File: src/rtl/timer_pkg.sv
// Shared types and constants for the MM:SS timer sequencer.
package timer_pkg;

  typedef enum logic [2:0] {
    IDLE    = 3'd0,
    RUN     = 3'd1,
    PAUSE   = 3'd2,
    SET_MIN = 3'd3,
    SET_SEC = 3'd4,
    ALARM   = 3'd5
  } timer_state_t;

  localparam logic [1:0]  TIMER_LOCKOUT = 2'd2;
  localparam logic [15:0] BCD_ZERO      = 16'h0000;

endpackage

File: src/rtl/timer_ctrl_tick_gen.sv
// Free-running prescaler: counts 0..DIV-1 while enabled, pulses tick on the wrap cycle.
module tick_gen #(
  parameter int DIV = 4
) (
  input  logic clk,
  input  logic reset_n,
  input  logic en,
  input  logic clr,
  output logic tick
);

  localparam int W = (DIV > 1) ? $clog2(DIV) : 1;
  localparam logic [W-1:0] LAST = W'(DIV - 1);

  logic [W-1:0] cnt;

  assign tick = en && !clr && (cnt == LAST);

  always_ff @(posedge clk or negedge reset_n) begin
    if (!reset_n) begin
      cnt <= '0;
    end else if (clr) begin
      cnt <= '0;
    end else if (en) begin
      cnt <= (cnt == LAST) ? '0 : cnt + 1'b1;
    end
  end

endmodule

File: src/rtl/timer_ctrl.sv
// Run/pause/set/alarm sequencer driving step strobes into the MM:SS BCD counter bank.
module timer_ctrl
  import timer_pkg::*;
#(
  parameter int CLK_HZ      = 50_000_000,
  parameter int TICK_HZ     = 1,
  parameter int BLINK_DIV   = 4,
  parameter int ALARM_TICKS = 10
) (
  input  logic        clk,
  input  logic        reset_n,
  input  logic        start_stop,
  input  logic        set_btn,
  input  logic        up_btn,
  input  logic        down_btn,
  input  logic        mode_down,
  input  logic [15:0] digits_in,
  output logic        sec_step,
  output logic        min_step,
  output logic        step_dec,
  output logic        counter_clr,
  output logic        alarm,
  output logic        blink,
  output logic [2:0]  state_o
);

  localparam int DIV = CLK_HZ / TICK_HZ;
  localparam int AW  = $clog2(ALARM_TICKS + 1);
  localparam int BW  = (BLINK_DIV > 1) ? $clog2(BLINK_DIV) : 1;
  localparam logic [AW-1:0] ALARM_LAST = AW'(ALARM_TICKS - 1);
  localparam logic [BW-1:0] BLINK_LAST = BW'(BLINK_DIV - 1);

  timer_state_t  state, state_nx;
  logic          dir_down, dir_nx;
  logic [1:0]    lock_q, lock_nx;
  logic          defer_q, defer_nx;
  logic [AW-1:0] alarm_cnt, alarm_cnt_nx;
  logic          sec_nx, min_nx, dec_nx, clr_nx;
  logic          locked, in_set, tick, tg_en, tg_clr;
  logic          blink_q;
  logic [BW-1:0] blink_cnt;

  assign locked  = (lock_q != 2'd0);
  assign in_set  = (state == SET_MIN) || (state == SET_SEC);
  // Prescaler freezes in PAUSE and on the pause edge itself, so resume continues mid-second.
  assign tg_en   = ((state == RUN) && !start_stop) || in_set || (state == ALARM);
  assign tg_clr  = (state == IDLE);
  assign state_o = state;
  assign blink   = blink_q & in_set;

  tick_gen #(.DIV(DIV)) u_tick (
    .clk     (clk),
    .reset_n (reset_n),
    .en      (tg_en),
    .clr     (tg_clr),
    .tick    (tick)
  );

  always_comb begin
    state_nx     = state;
    dir_nx       = dir_down;
    lock_nx      = locked ? lock_q - 2'd1 : 2'd0;
    defer_nx     = defer_q;
    alarm_cnt_nx = '0;
    sec_nx       = 1'b0;
    min_nx       = 1'b0;
    dec_nx       = 1'b0;
    clr_nx       = 1'b0;
    case (state)
      IDLE: begin
        defer_nx = 1'b0;
        if (start_stop) begin
          state_nx = RUN;
          dir_nx   = mode_down;
        end else if (set_btn) begin
          state_nx = SET_MIN;
        end
      end
      RUN: begin
        if (start_stop) begin
          state_nx = PAUSE;
        end else if (tick || defer_q) begin
          // A wrap landing inside the bank's carry window is held until the window closes.
          if (locked) begin
            defer_nx = 1'b1;
          end else begin
            defer_nx = 1'b0;
            if (dir_down && (digits_in == BCD_ZERO)) begin
              state_nx = ALARM;
            end else begin
              sec_nx  = 1'b1;
              dec_nx  = dir_down;
              lock_nx = TIMER_LOCKOUT;
            end
          end
        end
      end
      PAUSE: begin
        if (start_stop) begin
          state_nx = RUN;
        end else if (set_btn) begin
          state_nx = IDLE;
          clr_nx   = 1'b1;
        end
      end
      SET_MIN: begin
        if (start_stop) begin
          state_nx = IDLE;
        end else if (set_btn) begin
          state_nx = SET_SEC;
        end else if ((up_btn || down_btn) && !locked) begin
          min_nx  = 1'b1;
          dec_nx  = !up_btn;
          lock_nx = TIMER_LOCKOUT;
        end
      end
      SET_SEC: begin
        if (start_stop || set_btn) begin
          state_nx = IDLE;
        end else if ((up_btn || down_btn) && !locked) begin
          sec_nx  = 1'b1;
          dec_nx  = !up_btn;
          lock_nx = TIMER_LOCKOUT;
        end
      end
      ALARM: begin
        alarm_cnt_nx = alarm_cnt;
        if (start_stop) begin
          state_nx = IDLE;
          clr_nx   = 1'b1;
        end else if (tick) begin
          if (alarm_cnt == ALARM_LAST) begin
            state_nx = IDLE;
            clr_nx   = 1'b1;
          end else begin
            alarm_cnt_nx = alarm_cnt + 1'b1;
          end
        end
      end
      default: state_nx = IDLE;
    endcase
  end

  always_ff @(posedge clk or negedge reset_n) begin
    if (!reset_n) begin
      state       <= IDLE;
      dir_down    <= 1'b0;
      lock_q      <= 2'd0;
      defer_q     <= 1'b0;
      alarm_cnt   <= '0;
      sec_step    <= 1'b0;
      min_step    <= 1'b0;
      step_dec    <= 1'b0;
      counter_clr <= 1'b0;
      alarm       <= 1'b0;
    end else begin
      state       <= state_nx;
      dir_down    <= dir_nx;
      lock_q      <= lock_nx;
      defer_q     <= defer_nx;
      alarm_cnt   <= alarm_cnt_nx;
      sec_step    <= sec_nx;
      min_step    <= min_nx;
      step_dec    <= dec_nx;
      counter_clr <= clr_nx;
      alarm       <= (state_nx == ALARM);
    end
  end

  // Blink phase restarts from "shown" each time a set field is entered.
  always_ff @(posedge clk or negedge reset_n) begin
    if (!reset_n) begin
      blink_q   <= 1'b0;
      blink_cnt <= '0;
    end else if (!in_set) begin
      blink_q   <= 1'b0;
      blink_cnt <= '0;
    end else if (tick) begin
      if (blink_cnt == BLINK_LAST) begin
        blink_cnt <= '0;
        blink_q   <= ~blink_q;
      end else begin
        blink_cnt <= blink_cnt + 1'b1;
      end
    end
  end

endmodule

File: config.mk
export PLATFORM = sky130hd
export DESIGN_NAME = timer_ctrl
export DESIGN_NICKNAME = d
export VERILOG_FILES = /design/src/rtl/timer_pkg.sv /design/src/rtl/timer_ctrl_tick_gen.sv /design/src/rtl/timer_ctrl.sv
export SDC_FILE = /design/constraint.sdc
export NUM_CORES = 1
export LEC_CHECK = 0
export ABC_AREA = 1
export BUFFER_PORTS_ARGS = -buffer_cell sky130_fd_sc_hd__buf_2
export CAP_MARGIN = 10
export CORE_ASPECT_RATIO = 1.75
export CORE_MARGIN = 3
export CORE_UTILIZATION = 28
export CTS_CLUSTER_SIZE = 14
export DETAILED_ROUTE_END_ITERATION = 8
export SYNTH_ARGS = -nofsm -noshare
export SYNTH_HDL_FRONTEND = slang
export SYNTH_SLANG_ARGS = --single-unit
export TNS_END_PERCENT = 5
File: constraint.sdc
create_clock -name clk -period 2 [get_ports clk]
set_clock_uncertainty 0.1 [all_clocks]
set_input_delay 0.2 -clock clk [delete_from_list [all_inputs] [get_ports clk]]
set_output_delay 0.2 -clock clk [all_outputs]
set_load 0.05 [all_outputs]
==> results.sh <==
export IMPL_grt_max_degree=23
export IMPL_fp_row_count=48
export IMPL_routedWlPerCell_microns=12.70
export IMPL_rsz0062_at_grt="true"
export IMPL_hold_depth=2
export IMPL_grt_pass1_wl_microns=12350
export IMPL_synth_largest_area_cell="dfrtp_1"
export IMPL_synth_nets=425
export IMPL_synth_distinct_cells=33
export IMPL_cts_htree_levels=2
export IMPL_tightest_slew_ns=0.4416
export IMPL_internal_power_uw=2050
export IMPL_syn_area_sq_mm=0.002865
export IMPL_fmax_mhz=527.7
export IMPL_die_h_microns=139.8
export IMPL_antenna_found_initial=0
export IMPL_ys_async_sr_fraction_pct=100.0
export IMPL_n_antenna_cell=0
export IMPL_cts_root_buffer="clkbuf_16"
export IMPL_die_w_microns=82.47
export IMPL_max_cap_violations=0
export IMPL_fin_util_pct=34.96
export IMPL_synthFlopType="dfrtp_1"
export IMPL_drv_slew=0
export IMPL_cp_data_required_time_ns=2.07
export IMPL_drive_above_1_share_pct=21.17
export IMPL_synth_warnings=0
export IMPL_synth_area_per_cell_sq_um=7.199
export IMPL_synth_top_cells_by_count="nand2_1, nor2_1, dfrtp_1, inv_1, nand3_1"
export IMPL_cp_start_kind="flop"
export IMPL_drc=0
export IMPL_syn2layout_area_growth_pct=20.92
export IMPL_core_area_sq_mm=0.009910
export IMPL_combinationalPowerShare_pct=35.3
export IMPL_critPathArrivalTime_ns=1.97
export IMPL_ys_seq_elements=45
export IMPL_fillers=1041
export IMPL_clkTransAtPathRegs_ns=0.07
export IMPL_pre_cts_slack_ns=0.03532
export IMPL_pwr_share_clk_pct=32.3
export IMPL_power_leakage_uw=0.001586
export IMPL_report_final_setup_viol=0
export IMPL_synth_cells=398
export IMPL_io_buffers=31
export IMPL_gp_congestion=0.8839
export IMPL_finalCritPeriodShare_pct=94.75
export IMPL_dp_hpwl_microns=5673
export IMPL_synth_top_area_share_pct=39.30
export IMPL_via_per_inst=4.742
export IMPL_slew_headroom_pct=70.29
export IMPL_min_from="up_btn"
export IMPL_worstPathMaxFanout=5
export IMPL_track_usage_pct=13.87
export IMPL_powerDensity_mw_per_mm2=959.3
export IMPL_antenna_left=0
export IMPL_startpoint="u_tick.cnt[1]$_DFFE_PN0P_"
export IMPL_endpoint_kind="flop"
export IMPL_r2r_cells=11
export IMPL_synth_most_common_cell="nand2_1"
export IMPL_clock_latency_ns=0.29
export IMPL_switching_share_pct=38.33
export IMPL_rr_startpoint="u_tick.cnt[1]$_DFFE_PN0P_"
export IMPL_fin_ws_ns=0.1051
export IMPL_ir_drop_mv=0.7126
export IMPL_cts_sinks=45
export IMPL_grt_pass1_vias=2720
export IMPL_dr_first_iter_drc_count=147
export IMPL_finalCriticalPeriod_ns=1.895
export IMPL_yosys_top_cells_area="dfrtp_1, nand2_1, nor2_1, inv_1, nand3_1"
export IMPL_status="finished, final reports clean"
export IMPL_p_sw_uw=1274
export IMPL_dieArea_sq_mm=0.01153
export IMPL_cts_buffers=5
export IMPL_yosysSeqAreaShare_pct=39.30
export IMPL_drtPass1Iterations=5
export IMPL_cts_tree="yes"
export IMPL_io_pins=32
export IMPL_gr_total_overflow=0
export IMPL_hold_violations=0
export IMPL_num_vias=2698
export IMPL_synth_edf_count=0
export IMPL_clk_path_buf_depth=2
export IMPL_tns_ns=0
export IMPL_initial_core_util_pct=28.91
export IMPL_sequentialPowerShare_pct=32.4
export IMPL_nets=470
export IMPL_holdCritPathClass="input pin to flop"
export IMPL_wl_microns=7228
export IMPL_crit_type="flop to flop"
## registers in the layout, indices dropped and copies added (netlist names)
signal / count
lock_q: 2
counter_clr: 1
state_o: 3
min_step: 1
blink_cnt: 2
blink_q: 1
sec_step: 1
defer_q: 1
dir_down: 1
u_tick.cnt: 26
step_dec: 1
alarm_cnt: 4
alarm: 1
## metal layers
| metal | vias up | global-route usage (%) | share of wire (%) |
|---|---|---|---|
| li1 | 1376 | - | - |
| met1 | 1223 | 14.17 | 37 |
| met2 | 73 | 25.17 | 55 |
| met3 | 26 | 2.202 | 3.0 |
| met4 | 0 | 8.144 | 5.0 |
| met5 | - | 0 | 0 |
## stage by stage
| step | instance area (sq um) | total power [uW] | std cells | hold slack [ns] |
|---|---|---|---|---|
| after floorplan | 2868 | 1878 | 398 | -0.1956 |
| after global placement | 3199 | 2158 | 557 | -0.01948 |
| after detailed placement | 3199 | 2177 | 557 | -0.01781 |
| after CTS | 3405 | 3262 | 566 | 0.02932 |
| after global routing | 3465 | 3533 | 569 | 0.05948 |
| final | 3465 | 3323 | 569 | 0.05284 |
## cell families after synthesis
logic type,share of synthesized area [%]
DFF,39.30
buffers and inverters,8.428
and+or+nand+nor,38.47
adders and majority gates,1.747
AOI/OAI and AO/OA,9.913
xor gates and xnor gates,2.140
## power groups by stage
stage	Sequential [uW]	Combinational, uW	Clock, uW
floorplan	1190	685	0
global placement	1090	1070	0
detailed placement	1090	1090	0
CTS	1070	1100	1090
global route	1090	1300	1140
finish	1080	1170	1070
## critical path, stage by stage, from the launching register on
cell and delay (ns):
dfrtp_1 0.38, ha_2 0.20, nand2_1 0.09, nor2_4 0.19, nand3_2 0.13, nor2_4 0.15
nand2_1 0.11, nand2_4 0.13, buf_12 0.12, a21oi_1 0.03, o21ai_1 0.07, o21ai_1 0.08
## cell usage in the layout, fill, tap and decap left out, types with 7 or more instances in the layout
cell     netlist  routed
o21ai_1       24      24
nand3_1       26      25
buf_4          0       9
inv_1         45      45
nor2_2         7       8
a21oi_1        7       7
nand2_1       99      99
nand3_2        7       7
nor2_1        56      54
dfrtp_1       45      45
o21ai_0       13      13
inv_2          9       9
nand4_1        8       8
buf_2          2      30
## path summary, 6_finish.rpt
check	slack, ns	endpoint
max reg2reg	0.11	u_tick.cnt[16]$_DFFE_PN0P_
max in group asynchronous	1.04	u_tick.cnt[16]$_DFFE_PN0P_
min in group asynchronous	0.20	state_o[0]$_DFF_PN0_
min reg2reg	0.35	lock_q[0]$_DFF_PN0_
min	0.05	step_dec$_DFF_PN0_
max	0.11	u_tick.cnt[16]$_DFFE_PN0P_
## what timing repair did
action | 4_1_cts | 5_1_grt
hold buffers | 1 | 0
resized for setup | 1 | 6
setup buffers | 0 | 3
pin swaps | 0 | 4
endpoints found under the hold margin | 8 | 0
setup endpoints to repair | 1 | 22
## cell type report
cell class,instances,area [sq um],area share (%)
Inverter,55,209.0,6.031
Clock inverter,3,65.06,1.878
Timing Repair Buffer,42,255.2,7.367
Clock buffer,5,125.1,3.611
Multi-Input combinational cell,294,1528,44.10
Tap cell,125,156.4,4.514
Sequential cell,45,1126,32.50
No activity file was read; power rests on OpenSTA's default activity.
